[config.mk]
export PLATFORM = sky130hd
export DESIGN_NAME = imm_gen_pipe
export DESIGN_NICKNAME = d
export VERILOG_FILES = /design/src/rtl/imm_gen_pkg.sv /design/src/rtl/imm_gen_pipe_decode.sv /design/src/rtl/imm_gen_pipe.sv
export SDC_FILE = /design/constraint.sdc
export NUM_CORES = 1
export LEC_CHECK = 0
export BUFFER_PORTS_ARGS = -buffer_cell sky130_fd_sc_hd__buf_2
export CORE_AREA = 2 2 97 99
export CTS_BUF_LIST = sky130_fd_sc_hd__clkbuf_8 sky130_fd_sc_hd__clkbuf_16
export DETAILED_ROUTE_END_ITERATION = 7
export DIE_AREA = 0 0 99 101
export GPL_TIMING_DRIVEN = 0
export PLACE_DENSITY = 0.74
export SLEW_MARGIN = 30
export SYNTH_ARGS = -nofsm -noshare
export SYNTH_HDL_FRONTEND = slang
export SYNTH_SLANG_ARGS = --single-unit
[constraint.sdc]
create_clock -name clk -period 2.25 [get_ports clk]
set_input_delay 0 -clock clk [delete_from_list [all_inputs] [get_ports clk]]
set_output_delay 0 -clock clk [all_outputs]
set_load 0.01 [all_outputs]
[src/rtl/imm_gen_pkg.sv]
// Shared opcodes, immediate format codes and a sign-extension helper
// for the RISC-V immediate generator.
package imm_gen_pkg;

    localparam logic [6:0] OPC_LOAD      = 7'b0000011;
    localparam logic [6:0] OPC_FENCE     = 7'b0001111;
    localparam logic [6:0] OPC_OP_IMM    = 7'b0010011;
    localparam logic [6:0] OPC_AUIPC     = 7'b0010111;
    localparam logic [6:0] OPC_OP_IMM_32 = 7'b0011011;
    localparam logic [6:0] OPC_STORE     = 7'b0100011;
    localparam logic [6:0] OPC_OP        = 7'b0110011;
    localparam logic [6:0] OPC_LUI       = 7'b0110111;
    localparam logic [6:0] OPC_OP_32     = 7'b0111011;
    localparam logic [6:0] OPC_BRANCH    = 7'b1100011;
    localparam logic [6:0] OPC_JALR      = 7'b1100111;
    localparam logic [6:0] OPC_JAL       = 7'b1101111;
    localparam logic [6:0] OPC_SYSTEM    = 7'b1110011;

    typedef enum logic [2:0] {
        FMT_NONE  = 3'd0,
        FMT_I     = 3'd1,
        FMT_S     = 3'd2,
        FMT_B     = 3'd3,
        FMT_U     = 3'd4,
        FMT_J     = 3'd5,
        FMT_SHAMT = 3'd6
    } imm_fmt_e;

    // Sign-extend v to 64 bits, treating bit msb as the sign bit.
    function automatic logic [63:0] sext(input logic [31:0] v, input int msb);
        logic [63:0] r;
        for (int i = 0; i < 64; i++)
            r[i] = (i <= msb) ? v[i[4:0]] : v[msb[4:0]];
        return r;
    endfunction

endpackage

[src/rtl/imm_gen_pipe_decode.sv]
// Pure combinational instruction -> {immediate, format, illegal} decoder.
module imm_decode
    import imm_gen_pkg::*;
#(
    parameter int XLEN = 32
) (
    input  logic [31:0]     instr,
    output logic [XLEN-1:0] imm,
    output imm_fmt_e        fmt,
    output logic            illegal
);

    logic [6:0]  opc;
    logic        is_shift;
    logic [63:0] i_imm, s_imm, b_imm, u_imm, j_imm;
    logic [63:0] imm64;
    logic        unused_hi;

    assign opc      = instr[6:0];
    // funct3 001 (SLL) and 101 (SRL/SRA) carry a shift amount, not an I imm
    assign is_shift = (instr[13:12] == 2'b01);

    assign i_imm = sext({20'b0, instr[31:20]}, 11);
    assign s_imm = sext({20'b0, instr[31:25], instr[11:7]}, 11);
    assign b_imm = sext({19'b0, instr[31], instr[7], instr[30:25], instr[11:8], 1'b0}, 12);
    assign u_imm = sext({instr[31:12], 12'b0}, 31);
    assign j_imm = sext({11'b0, instr[31], instr[19:12], instr[20], instr[30:21], 1'b0}, 20);

    // Select immediate and format by opcode; unknown opcodes flag illegal
    always_comb begin
        imm64   = '0;
        fmt     = FMT_NONE;
        illegal = 1'b0;
        case (opc)
            OPC_LOAD, OPC_JALR: begin
                fmt   = FMT_I;
                imm64 = i_imm;
            end
            OPC_OP_IMM: begin
                if (is_shift) begin
                    fmt   = FMT_SHAMT;
                    // bit 30 selects SRA vs SRL and is never part of the amount
                    imm64 = (XLEN == 64) ? {58'b0, instr[25:20]} : {59'b0, instr[24:20]};
                end else begin
                    fmt   = FMT_I;
                    imm64 = i_imm;
                end
            end
            OPC_OP_IMM_32: begin
                if (XLEN != 64) begin
                    illegal = 1'b1;
                end else if (is_shift) begin
                    fmt   = FMT_SHAMT;
                    imm64 = {59'b0, instr[24:20]};
                end else begin
                    fmt   = FMT_I;
                    imm64 = i_imm;
                end
            end
            OPC_STORE: begin
                fmt   = FMT_S;
                imm64 = s_imm;
            end
            OPC_BRANCH: begin
                fmt   = FMT_B;
                imm64 = b_imm;
            end
            OPC_LUI, OPC_AUIPC: begin
                fmt   = FMT_U;
                imm64 = u_imm;
            end
            OPC_JAL: begin
                fmt   = FMT_J;
                imm64 = j_imm;
            end
            OPC_OP, OPC_FENCE, OPC_SYSTEM: ;
            OPC_OP_32: illegal = (XLEN != 64);
            default:   illegal = 1'b1;
        endcase
    end

    assign imm       = imm64[XLEN-1:0];
    assign unused_hi = ^imm64;

endmodule

[src/rtl/imm_gen_pipe.sv]
// Pipelined immediate generator: decode registered into a two-entry
// (main + skid) buffer with valid/ready handshake on both sides.
module imm_gen_pipe
    import imm_gen_pkg::*;
#(
    parameter int XLEN  = 32,
    parameter int TAG_W = 8
) (
    input  logic             clk,
    input  logic             reset,
    input  logic             flush,
    input  logic             in_valid,
    output logic             in_ready,
    input  logic [31:0]      in_instr,
    input  logic [TAG_W-1:0] in_tag,
    output logic             out_valid,
    input  logic             out_ready,
    output logic [XLEN-1:0]  out_imm,
    output imm_fmt_e         out_fmt,
    output logic             out_illegal,
    output logic [TAG_W-1:0] out_tag
);

    if (XLEN != 32 && XLEN != 64) begin : g_bad_xlen
        $error("imm_gen_pipe: XLEN must be 32 or 64");
    end

    typedef struct packed {
        logic [XLEN-1:0]  imm;
        imm_fmt_e         fmt;
        logic             illegal;
        logic [TAG_W-1:0] tag;
    } ent_t;

    ent_t     dec_q, main_q, skid_q;
    logic     main_vld, skid_vld;
    logic     in_xfer, out_xfer;

    imm_decode #(.XLEN(XLEN)) u_dec (
        .instr   (in_instr),
        .imm     (dec_q.imm),
        .fmt     (dec_q.fmt),
        .illegal (dec_q.illegal)
    );
    assign dec_q.tag = in_tag;

    // in_ready comes straight off the skid flag, so no path from out_ready
    assign in_ready = !skid_vld;
    assign in_xfer  = in_valid && in_ready;
    assign out_xfer = main_vld && out_ready;

    // Main/skid buffer update: skid only fills while main is stalled
    always_ff @(posedge clk or posedge reset) begin
        if (reset) begin
            main_vld <= 1'b0;
            skid_vld <= 1'b0;
            main_q   <= '0;
            skid_q   <= '0;
        end else if (flush) begin
            main_vld <= 1'b0;
            skid_vld <= 1'b0;
            main_q   <= '0;
            skid_q   <= '0;
        end else if (!main_vld) begin
            if (in_xfer) begin
                main_vld <= 1'b1;
                main_q   <= dec_q;
            end
        end else if (out_xfer) begin
            if (skid_vld) begin
                main_q   <= skid_q;
                skid_vld <= 1'b0;
            end else if (in_xfer) begin
                main_q   <= dec_q;
            end else begin
                main_vld <= 1'b0;
            end
        end else if (in_xfer) begin
            skid_vld <= 1'b1;
            skid_q   <= dec_q;
        end
    end

    assign out_valid   = main_vld;
    assign out_imm     = main_q.imm;
    assign out_fmt     = main_q.fmt;
    assign out_illegal = main_q.illegal;
    assign out_tag     = main_q.tag;

endmodule
Word-level counts from Yosys, hierarchy flattened
Cells that the tools add are included.
{ "word_totals": {"reg_bits": 90, "latchBits": 0, "ramBits": 0, "romBits": 0, "out_inout_bits": 46, "word_cells": 58, "mem_count": 0} }
{ "op_classes": {"add_sub_neg": 0, "mul": 0, "div_mod_pow": 0, "order_cmp": 0, "eq_ne": 14, "shifts": 0, "n_mux": 23, "bitwise": 0, "n_reduce_logical": 11} }
{ "op_table": {"columns": ["operator", "n"], "rows": [
  ["2-to-1 mux 44 bit", 9],
  ["one-hot mux 32 bit (6 select lines)", 1],
  ["2-to-1 mux 32 bit", 1],
  ["equality test 7 bit, second input constant", 4],
  ["equality test 7 x 6 -> 1 bit, second input constant", 3],
  ["one-hot mux 3 bit (6 select lines)", 1],
  ["equality test 7 x 5 -> 1 bit, second input constant", 2],
  ["OR reduction 11 bit", 1],
  ["2-to-1 mux 1 bit", 10],
  ["equality test 7 x 2 -> 1 bit, second input constant", 1],
  ["equality test 7 x 4 -> 1 bit, second input constant", 1],
  ["nonzero test 2 bit", 2],
  ["OR reduction 2 bit", 2],
  ["2-to-1 mux 3 bit", 1],
  ["!= test 3 x 2 -> 1 bit, second input constant", 1],
  ["AND reduction 3 bit", 1],
  ["nonzero test 3 bit", 1],
  ["equality test 2 x 1 -> 1 bit, second input constant", 1],
  ["logical AND 1 bit", 2],
  ["!= test 2 bit, second input constant", 1],
  ["AND reduction 2 bit", 1],
  ["zero test 1 bit", 1]
]} }

Logic depth before layout (Yosys ltp)
Gate-level depths: netlist (run 1).
{ "logic_depth": {"depth_word": 8, "mapped_depth": 8, "ltp_nobuf": 5} }

Hierarchy
A second synthesis (run 1) with hierarchy kept.
{ "hier_totals": {"hier_cells": 471, "area_unflattened_um2": 4867.2} }
{ "modules_own_cells": {"columns": ["mod", "n_inst", "cells_each", "area_each_um2", "seq_area_each_um2"], "rows": [
  ["imm_gen_pipe", 1, 381, 4275.4, 2252.2],
  ["imm_decode", 1, 90, 591.8, 0.0]
]} }

Worst setup path before layout (run 1)
OpenSTA, ideal clock, no wires.
{ "synth_timing": {"path_kind": "register to register", "startpoint": "register main_vld (netlist: out_valid)", "endpoint": "register main_q (netlist bit out_fmt[2])", "arrival_time_ns": 1.760, "t_required_ns": 2.167, "setup_slack_ns": 0.407, "path_stages_with_launch": 9, "path_cell_list": "dfrtp_1 buf_2 nor2b_4 nor2_1 nand2_2 or2_1 clkbuf_2 clkbuf_1 o21ai_0"} }
{ "synth_via": {"elab_chain_len": 2} }
{ "synth_lines": {"columns": ["item", "line", "source"], "rows": [
  ["start, declared", "imm_gen_pipe.sv:36", "logic main_vld, skid_vld;"],
  ["start signal, assigned", "imm_gen_pipe.sv:55", "main_vld <= 1'b0;"],
  ["start signal, assigned", "imm_gen_pipe.sv:60", "main_vld <= 1'b0;"],
  ["start signal, assigned", "imm_gen_pipe.sv:66", "main_vld <= 1'b1;"],
  ["logical AND 1 bit / 2-to-1 mux 44 bit (equally long branches)", "imm_gen_pipe.sv:50, imm_gen_pipe.sv:64", null],
  ["!= test 3 x 2 -> 1 bit (no source line) / 2-to-1 mux 44 bit (equally long branches)", null, null],
  ["end signal, assigned", "imm_gen_pipe.sv:67", "main_q <= dec_q;"],
  ["end signal, assigned", "imm_gen_pipe.sv:71", "main_q <= skid_q;"],
  ["end signal, assigned", "imm_gen_pipe.sv:74", "main_q <= dec_q;"],
  ["end, declared", "imm_gen_pipe.sv:35", "ent_t dec_q, main_q, skid_q;"]
]} }
Several ways; a longest one is shown, not always the timed one.
A chain may end at the register's enable or synchronous reset.

Final worst setup path (run 1)
{ "layout_timing": {"startpoint": "register main_vld (netlist: out_valid)", "endpoint": "register main_q (netlist bit out_imm[27])"} }
Same word-level chain as after synthesis.

==> impl_metrics.json, run 1 <==
{
  "run_status": "finished, final reports clean",
  "crit_slowest_cell": "dfrtp_1",
  "tightest_slew_ns": 0.721,
  "synth_enable_flop_cells": 0,
  "worstSetupPathType": "flop to flop",
  "cts_tree": "yes",
  "die_area_mm2": 0.0100,
  "nNetsFinal": 586,
  "synthMuxAreaShare_pct": 0.235,
  "critPathArrivalTime_ns": 2.41,
  "required_ns": 2.52,
  "drcViolationCount": 0,
  "path_clk_slew_ns": 0.09,
  "clock_skew_ns": 0.0104,
  "ys_ff_latch": 90,
  "rsz0062_at_grt": "false",
  "p_clk_share_pct": 39.7,
  "diodes": 0,
  "dr.pass1.iters": 5,
  "yosysSeqAreaShare_pct": 52.9,
  "io_pins": 91,
  "dominantRegCellSynth": "dfrtp_1",
  "netlist_instances": 410,
  "max_slew_margin_pct": 51.7,
  "grt.total_usage_pct": 24.4,
  "synthesis.area_mm2": 0.00426,
  "cts_made_buffers": 9,
  "wirelength_um": 12000,
  "ys_top_cells_by_area": "dfrtp_1 (53%), a22o_1 (7.6%), o21ai_0 (6.2%)",
  "synth_top_family_by_area": "compound AO/OA/AOI/OAI gates",
  "leakage_nw": 2.63,
  "drt_iter0_drc": 253,
  "core_mm2": 0.00898,
  "ys_warn_count": 0,
  "clock_sinks": 90,
  "rrSetupSlack_ns": 0.11,
  "swShare_pct": 24.9,
  "drtAntennaViolNets": 0,
  "syn_to_final_growth_pct": 28.3,
  "finalInstanceArea_mm2": 0.00547,
  "synth_nets": 455,
  "pwr-share-seq_pct": 49.1,
  "cp_max_fo": 10,
  "hp-class": "primary input to flop",
  "ir_drop_mv": 0.270,
  "finalHoldViolCount": 0,
  "viasPerCell": 5.93,
  "cp_common_cell": "clkbuf_2",
  "gp_congestion": 0.887,
  "dpl_cell_area_mm2": 0.00490,
  "crit_path_start_kind": "flop",
  "end_kind": "flop",
  "grt_pass1_vias": 3793,
  "intPower_mw": 2.52,
  "cp_top_family": "simple AND/OR/NAND/NOR gates",
  "htreeDepth": 3,
  "period_share_pct": 95.2,
  "grt_max_degree": 29,
  "max_cap_viol_count": 0,
  "avgSynthCellArea_um2": 10.4,
  "slew_viol_final": 0,
  "yosysMostFrequentCell": "dfrtp_1",
  "crit_buf_inv": 3,
  "chipWidth_um": 99,
  "synth_xor_area_share_pct": 0,
  "synth_compound_area_share_pct": 30.3,
  "place.detailed.hpwl_um": 8210,
  "drive_above_1_share_pct": 26.0,
  "grt.overflow.total": 0,
  "p_sw_mw": 0.839,
  "cts_max_path_buffers": 2,
  "fmax_mhz": 467,
  "utilization_pct": 60.9,
  "start_util_pct": 47.4,
  "combPwrFrac_pct": 11.2,
  "wl_per_cell_um": 18.3,
  "setup_violations": 0,
  "synthTopCellsByCount": "dfrtp_1 (90), o21ai_0 (53), nand2_1 (49)",
  "fp-row-count": 35,
  "synth-simple-area-share_pct": 12.4,
  "grt_pass1_wl_um": 19000,
  "portBuffers": 86,
  "post_synth_num_cell_types": 51,
  "vias": 3893,
  "critical_path.cell_chain": "buf_2 > nor2b_4 > nor2_2 > nand2_2 > or2_1 > clkbuf_2 > clkbuf_2 > o21ai_0",
  "synth_top_area_share_pct": 52.9,
  "fin_crit_ns": 2.14,
  "cts_root_buf": "clkbuf_8",
  "insertion_delay_ns": 0.37,
  "die_height_um": 101,
  "synth_fa_ha_area_share_pct": 0,
  "antenna_found_initial": 0,
  "power_density_mw_per_mm2": 615,
  "ys_async_sr_fraction_pct": 100,
  "yosysTopAreaCell": "dfrtp_1",
  "power_mw": 3.36,
  "slowest_delay_ns": 0.39
}
per-layer routing:
metal  GRT usage, %  wire (um)  vias to the layer above  share of wire, %
met1           33.2       5250                     1933                44
met5              0          0                        -                 0
met3           5.34        774                       18               6.4
li1               -          -                     1799                 -
met4           7.80        214                        0               1.8
met2           39.2       5780                      143                48
worst register-to-register path, cell delays in order (launching register included):
cell,delay [ns]
dfrtp_1,0.39
buf_2,0.16
nor2b_4,0.15
nor2_2,0.20
nand2_2,0.21
or2_1,0.28
clkbuf_2,0.18
clkbuf_2,0.23
o21ai_0,0.25
repair_timing:
| item | CTS | global route |
|---|---|---|
| gates resized for setup | 2 | 10 |
| setup buffers | 0 | 0 |
| hold endpoints to repair | 87 | 0 |
| setup endpoints to repair | 8 | 23 |
| hold buffers | 31 | 0 |
cell families after synthesis:
logic type,Yosys count
flip-flops,90
buffers and inverters,39
AO/OA/AOI/OAI,180
multiplexers,1
AND/OR/NAND/NOR,100
cell usage in the layout (no fill, tap or decap), types with 2 or more instances in the layout:
master and instances:
a22oi_1 22, o31a_1 2, and2_1 2, a211oi_1 8, a211oi_2 2, dfrtp_1 90
a32o_1 2, nor2_2 3, nand2b_4 2, clkbuf_8 9, nor2b_1 4, a22o_1 37
clkbuf_1 15, buf_2 93, inv_1 8, bufinv_16 3, a21o_1 6, buf_12 2
or2_2 2, a32oi_1 3, buf_6 2, nor3_1 6, clkbuf_2 5, nand2_1 49
a21oi_1 17, nand3b_1 2, nand4_1 2, o21ai_0 53, buf_4 2, dlygate4sd3_1 31
a221o_1 8, a31oi_1 10, nor2_1 15
state kept, by name, indices dropped and copies added (netlist names):
signal	count
out_valid	1
out_fmt	3
out_illegal	1
out_imm	32
out_tag	8
skid_q	44
skid_vld	1
power groups by stage:
stage / Clock, mW / Combinational, mW / Sequential, mW
6_report: 1.34 / 0.375 / 1.65
5_1_grt: 1.41 / 0.409 / 1.65
4_1_cts: 1.34 / 0.370 / 1.65
3_5_place_dp: 0 / 0.330 / 1.68
3_3_place_gp: 0 / 0.309 / 1.68
2_1_floorplan: 0 / 0.181 / 1.69
per-stage QoR:
stage | TNS [ns] | worst slack, ns | std cells | hold slack [ns]
2_1_floorplan | 0 | 0.407 | 410 | 0.0955
3_3_place_gp | 0 | 0.0412 | 607 | 0.231
3_5_place_dp | -0.0322 | -0.0198 | 610 | 0.0410
4_1_cts | 0 | 0.0424 | 657 | 0.0176
5_1_grt | 0 | 0.0179 | 657 | 0.0415
6_report | 0 | 0.109 | 657 | 0.0136
area by class of cell:
type                            instances  area (um^2)
Fill cell                             737         3510
Sequential cell                        90         2250
Multi-Input combinational cell        281         1840
Timing Repair Buffer                  120          808
Buffer                                 31          154
Tap cell                              111          139
Clock buffer                            9          124
Clock inverter                          7          116
Inverter                                8         33.8
final timing paths:
kind                             start          end  cells after the start
hold reg to reg             skid_q[33]   skid_q[33]                      2
setup reg to reg             out_valid  out_imm[27]                      8
max in group asynchronous        reset  out_imm[21]                      5
setup / recovery             out_valid  out_imm[27]                      8
hold / removal             in_instr[2]   out_fmt[1]                      4
min in group asynchronous        reset   skid_q[18]                      3
Note: power is estimated with default switching activity, not from simulation.
==> inputs of run 2 (changes only) <==
CORE_AREA = 2 2 102 104   (was 2 2 97 99)
DIE_AREA = 0 0 104 106   (was 0 0 99 101)
PLACE_DENSITY = 0.75   (was 0.74)
SYNTH_HIERARCHICAL = 1   (was unset)
==> run 2 against run 1 <==
Compared with the run above:
- first-iteration DRC count grew 45%
- non-clock buffer count grew 3
- total power grew 1.0%
- highest routed layer unchanged
- combinational power grew 38%
- fmax grew 17%
- flip-flop and latch count is the same
- routed wire length grew 19%
==> impl_metrics.json, run 2 <==
{
  "run_status": "finished, final reports clean",
  "drive_above_1_share_pct": 26.7,
  "nNetsFinal": 634,
  "period_share_pct": 81.1,
  "final_common_cell": "buf_2",
  "finalHoldViolCount": 0,
  "clock_sinks": 90,
  "gp_congestion": 0.889,
  "slew_viol_final": 0,
  "fp-row-count": 37,
  "synth_top_area_share_pct": 46.3,
  "io_pins": 91,
  "critical_path.cell_chain": "buf_6 > inv_1 > clkbuf_1 > buf_2",
  "fillers": 917,
  "finalInstanceArea_mm2": 0.00591,
  "vias": 4478,
  "crit_slowest_cell": "clkbuf_1",
  "avgSynthCellArea_um2": 10.3,
  "synthesis.area_mm2": 0.00487,
  "critPathArrivalTime_ns": 1.82,
  "reg2reg_to": "out_imm[28]",
  "htreeDepth": 3,
  "diodes": 0,
  "fin_crit_ns": 1.82,
  "ir_drop_mv": 0.372,
  "r2r_start": "out_valid",
  "start_util_pct": 48.7,
  "post_synth_num_cell_types": 53,
  "synth_nets": 516,
  "die_height_um": 106,
  "dominantRegCellSynth": "dfrtp_1",
  "syn_to_final_growth_pct": 21.5,
  "synth-simple-area-share_pct": 12.3,
  "top_register": "skid_q",
  "grt_pass1_wl_um": 23400,
  "yosysSeqAreaShare_pct": 46.3,
  "yosysTopAreaCell": "dfrtp_1",
  "clock_skew_ns": 0.00762,
  "grt_pass1_vias": 4547,
  "ys_async_sr_fraction_pct": 100,
  "cts_max_path_buffers": 2,
  "grt_max_degree": 29,
  "cts_setup_buffers": 0,
  "die_area_mm2": 0.0110,
  "ys_ff_latch": 90,
  "end_kind": "output port",
  "antenna_found_initial": 0,
  "cts_made_buffers": 9,
  "largest_reg_flops": 44,
  "rsz0062_at_grt": "false",
  "synth_xor_area_share_pct": 0,
  "slowest_delay_ns": 0.49,
  "ys_top_cells_by_area": "dfrtp_1 (46%), a22o_1 (8.8%), o21ai_0 (4.5%)",
  "hold_path_end": "skid_q[42]",
  "max_slew_margin_pct": 58.6,
  "grt.total_usage_pct": 26.9,
  "dr.pass1.iters": 5,
  "min_path_cells": 4,
  "cts_tree": "yes",
  "utilization_pct": 59.1,
  "dpl_cell_area_mm2": 0.00554,
  "rrSetupSlack_ns": 0.46,
  "path_clk_slew_ns": 0.09,
  "netlist_instances": 471,
  "drtAntennaViolNets": 0,
  "synthTopCellsByCount": "dfrtp_1 (90), a22o_1 (49), o21ai_0 (44)",
  "crit_path_start_kind": "flop",
  "synth_top_family_by_area": "compound AO/OA/AOI/OAI gates",
  "max_cap_viol_count": 0,
  "core_mm2": 0.0100,
  "crit_buf_inv": 4,
  "yosysMostFrequentCell": "dfrtp_1",
  "portBuffers": 87,
  "drt_iter0_drc": 368,
  "ys_warn_count": 6,
  "synth_fa_ha_area_share_pct": 0,
  "setup_violations": 0,
  "tightest_slew_ns": 0.617,
  "synthMuxAreaShare_pct": 0,
  "required_ns": 2.25,
  "cts-resized-gates": 0,
  "wirelength_um": 14300,
  "cp_max_fo": 10,
  "chipWidth_um": 104,
  "hp-class": "primary input to flop",
  "fin_setup_tns_ns": 0,
  "grt.overflow.total": 0,
  "worstSetupPathType": "flop to output port",
  "leakage_nw": 2.76,
  "power_density_mw_per_mm2": 574,
  "r2r_cells": 4,
  "fin_hold_ws_ns": 0.0171,
  "synth_enable_flop_cells": 0,
  "insertion_delay_ns": 0.37,
  "place.detailed.hpwl_um": 9920,
  "most-common-layout-cells": "buf_2 (102), dfrtp_1 (90), a22o_1 (49), o21ai_0 (44), nand2b_1 (28)",
  "wl_per_cell_um": 19.7,
  "min-delay-start": "in_instr[30]",
  "viasPerCell": 6.15,
  "drcViolationCount": 0,
  "synth_compound_area_share_pct": 34.3,
  "cts_root_buf": "clkbuf_8",
  "cp_top_family": "buffers and inverters",
  "fmax_mhz": 548
}
-- run 2: cell count changes in the layout (fill, tap and decap cells not counted), sizes merged, moves of 14 or more --
cell	change
o22ai	+27
dlygate4sd3	-14
nand2	-20
a21boi	+26
a22oi	-21
a31oi	+16
buf	+22
a21oi	-16
nand2b	+25
-- run 2: power by group --
part           internal (mW)  switching (mW)
sequential              1.65          0.0249
combinational          0.207           0.311
clock                  0.638           0.561
-- run 2: how the worst max path moves through the flow --
| stage | start | slack [ns] | depth (start not counted) | endpoint |
|---|---|---|---|---|
| floorplan | in_instr[6] | 0.68 | 9 | out_imm[27] |
| global placement | in_instr[1] | 0.52 | 10 | out_imm[27] |
| detailed placement | in_instr[1] | 0.46 | 10 | out_imm[27] |
| CTS | skid_vld | 0.46 | 4 | in_ready |
| global route | skid_vld | 0.33 | 4 | in_ready |
| finish | skid_vld | 0.43 | 4 | in_ready |
-- run 2: cell families (layout without fill, tap and decap cells) --
kind of cell | Yosys count | in the layout
AO/OA/AOI/OAI | 228 | 228
AND/OR/NAND/NOR | 96 | 96
flip-flops | 90 | 90
buffers and inverters | 57 | 178
-- run 2: area by class of cell --
type	instances	area, um^2	area share [%]
clock buffers	10	138	2.33
plain buffers	47	309	5.23
inverters	10	41.3	0.698
clock inverters	4	68.8	1.16
repair buffers	107	666	11.3
well taps	136	170	2.88
multi-input cells	324	2270	38.4
flip-flops and latches	90	2250	38.1
-- run 2: per-stage QoR --
step	setup slack, ns	power, mW	std cells
floorplan	0.680	2.00	471
global placement	0.521	2.17	694
detailed placement	0.455	2.20	697
CTS	0.459	3.42	728
global route	0.334	3.54	728
finish	0.425	3.40	728
-- run 2: metal layers --
layer	global-route usage, %	vias up	routed length, um
met5	0	-	0
met4	14.2	0	375
met3	3.99	31	888
met2	41.5	208	6700
met1	36.9	2208	6370
li1	-	2031	-
-- run 2: what timing repair did --
item / 4_1_cts / 5_1_grt
setup endpoints to repair: 0 / 0
hold endpoints to repair: 66 / 0
hold buffers: 17 / 0
-- run 2: worst min-delay path, delay by kind of cell --
family	cells	cell delay, ns
AND/OR/NAND/NOR	2	0.14
buffers and inverters	1	0.10
AO/OA/AOI/OAI	1	0.12
==> inputs of run 3 (changes only) <==
clock period = 1.5 ns   (was 2.25 ns; I/O delays follow)
==> run 3 against run 2 <==
Compared with the run above:
- cell count is 1.4% higher
- first-iteration DRC count increased by 24%
- non-clock buffer count is 8 higher
- register-to-register slack got worse by 0.44 ns
- critical path depth grew 1
==> impl_metrics.json, run 3 (synthesis gave the netlist of run 2 again) <==
{
  "grt.total_usage_pct": 26.7,
  "startpoint": "skid_vld",
  "multi_input_area_mm2": 0.00236,
  "final_common_cell": "buf_2",
  "insertion_delay_ns": 0.38,
  "ir_drop_mv": 0.484,
  "drt_iter0_drc": 455,
  "path_depth": 5,
  "setup_violations": 0,
  "clock_sinks": 90,
  "wl_per_cell_um": 19.3,
  "nNetsFinal": 642,
  "top_register": "skid_q",
  "core_mm2": 0.0100,
  "cts_tree": "yes",
  "fin_hold_ws_ns": 0.00438,
  "run_status": "finished, final reports clean",
  "leakage_nw": 2.88,
  "setup_slack_ns": 0.0167,
  "fin_crit_ns": 1.48,
  "tightest_slew_ns": 0.539,
  "path_clk_slew_ns": 0.09,
  "critical_path.cell_chain": "buf_6 > o31a_1 > buf_6 > buf_6 > a22o_1",
  "place.detailed.hpwl_um": 9880,
  "io_pins": 91,
  "power_mw": 5.43,
  "crit_path_start_kind": "flop",
  "post-place-ws_ns": -0.299,
  "chipWidth_um": 104,
  "hp-class": "primary input to flop",
  "cts_max_path_buffers": 2,
  "cp_common_cell": "buf_6",
  "finalInstanceArea_mm2": 0.00620,
  "required_ns": 1.76,
  "drtAntennaViolNets": 0,
  "grt_pass1_wl_um": 23300,
  "wirelength_um": 14200,
  "power_density_mw_per_mm2": 875,
  "finalHoldViolCount": 0,
  "clock_skew_ns": 0.0107,
  "gp_congestion": 0.888,
  "die_area_mm2": 0.0110,
  "reg2reg_to": "skid_q[39]",
  "slowest_delay_ns": 0.42,
  "seq_area_mm2": 0.00225,
  "max_slew_margin_pct": 64.1,
  "drive_above_1_share_pct": 32.1,
  "start_util_pct": 48.7,
  "grt.overflow.total": 0,
  "rsz0062_at_grt": "true",
  "cp_top_family": "compound AO/OA/AOI/OAI gates",
  "dr.pass1.iters": 5,
  "fmax_mhz": 674,
  "setup.worst_path.end": "skid_q[39]",
  "dpl_cell_area_mm2": 0.00554,
  "cp_max_fo": 10,
  "end_kind": "flop",
  "viasPerCell": 6.11,
  "diodes": 0,
  "drcViolationCount": 0,
  "grt_pass1_vias": 4437,
  "htreeDepth": 3,
  "rrSetupSlack_ns": 0.02,
  "portBuffers": 87,
  "crit_buf_inv": 3,
  "syn_to_final_growth_pct": 27.5,
  "most-common-layout-cells": "buf_2 (93), dfrtp_1 (89), a22o_1 (49), o21ai_0 (44)",
  "fp-row-count": 37,
  "period_share_pct": 98.9,
  "cts_root_buf": "clkbuf_8",
  "critPathArrivalTime_ns": 1.74,
  "max_cap_viol_count": 0,
  "slew_viol_final": 0,
  "largest_reg_flops": 44,
  "fillers": 871,
  "grt_max_degree": 30,
  "die_height_um": 106,
  "vias": 4512,
  "crit_slowest_cell": "dfrtp_1",
  "antenna_found_initial": 0,
  "r2r_start": "skid_vld",
  "worstSetupPathType": "flop to flop",
  "cts_made_buffers": 9,
  "r2r_cells": 5
}
## run 3: layout make-up
cell class | instances | area share, %
Buffer | 47 | 6.05
Clock buffer | 10 | 2.22
Clock inverter | 6 | 1.82
Inverter | 10 | 0.726
Multi-Input combinational cell | 324 | 38.0
Sequential cell | 90 | 36.3
Tap cell | 136 | 2.74
Timing Repair Buffer | 115 | 12.1
## run 3: what timing repair did
item,4_1_cts,5_1_grt
pin swaps,2,1
resized for setup,19,36
endpoints found under the hold margin,92,0
setup endpoints to repair,83,52
hold buffers,20,0
buffers inserted,3,2
gates cloned,0,0
## run 3: routing by layer
layer	part of all wire [%]	wire (um)	track usage [%]	vias up
met2	48	6840	42.3	211
met3	7.2	1030	5.03	23
met4	1.8	250	8.98	0
met1	43	6130	37.0	2220
met5	0	0	0	-
li1	-	-	-	2058
## run 3: worst min path at each step
| stage | slack [ns] | cells after the start | endpoint | from |
|---|---|---|---|---|
| 5_1_grt | 0.02 | 4 | skid_q[38] | in_instr[26] |
| 3_3_place_gp | 0.24 | 2 | skid_q[0] | in_tag[0] |
| 2_1_floorplan | 0.14 | 1 | skid_q[0] | in_tag[0] |
| 3_5_place_dp | -0.01 | 2 | out_tag[0] | reset |
| 4_1_cts | 0.002 | 3 | skid_q[25] | in_instr[13] |
| 6_report | 0.004 | 3 | skid_q[25] | in_instr[13] |
## run 3: through the flow
step	utilization [%]	setup TNS (ns)	std cells
global route	62.0	-0.154	738
finish	62.0	0	738
detailed placement	55.4	-8.61	697
global placement	54.8	-22.23	694
floorplan	-	0	471
CTS	60.8	-0.00812	736
## run 3: worst min-delay path: stages
cell and delay [ns]:
buf_2 0.09, a21o_1 0.12, a22o_1 0.14
## run 3: report_power, final
| part | total [mW] | internal [mW] | switching (mW) |
|---|---|---|---|
| sequential | 2.52 | 2.48 | 0.0385 |
| combinational | 0.836 | 0.355 | 0.481 |
| clock | 2.07 | 1.16 | 0.912 |
| total | 5.43 | 4.00 | 1.43 |
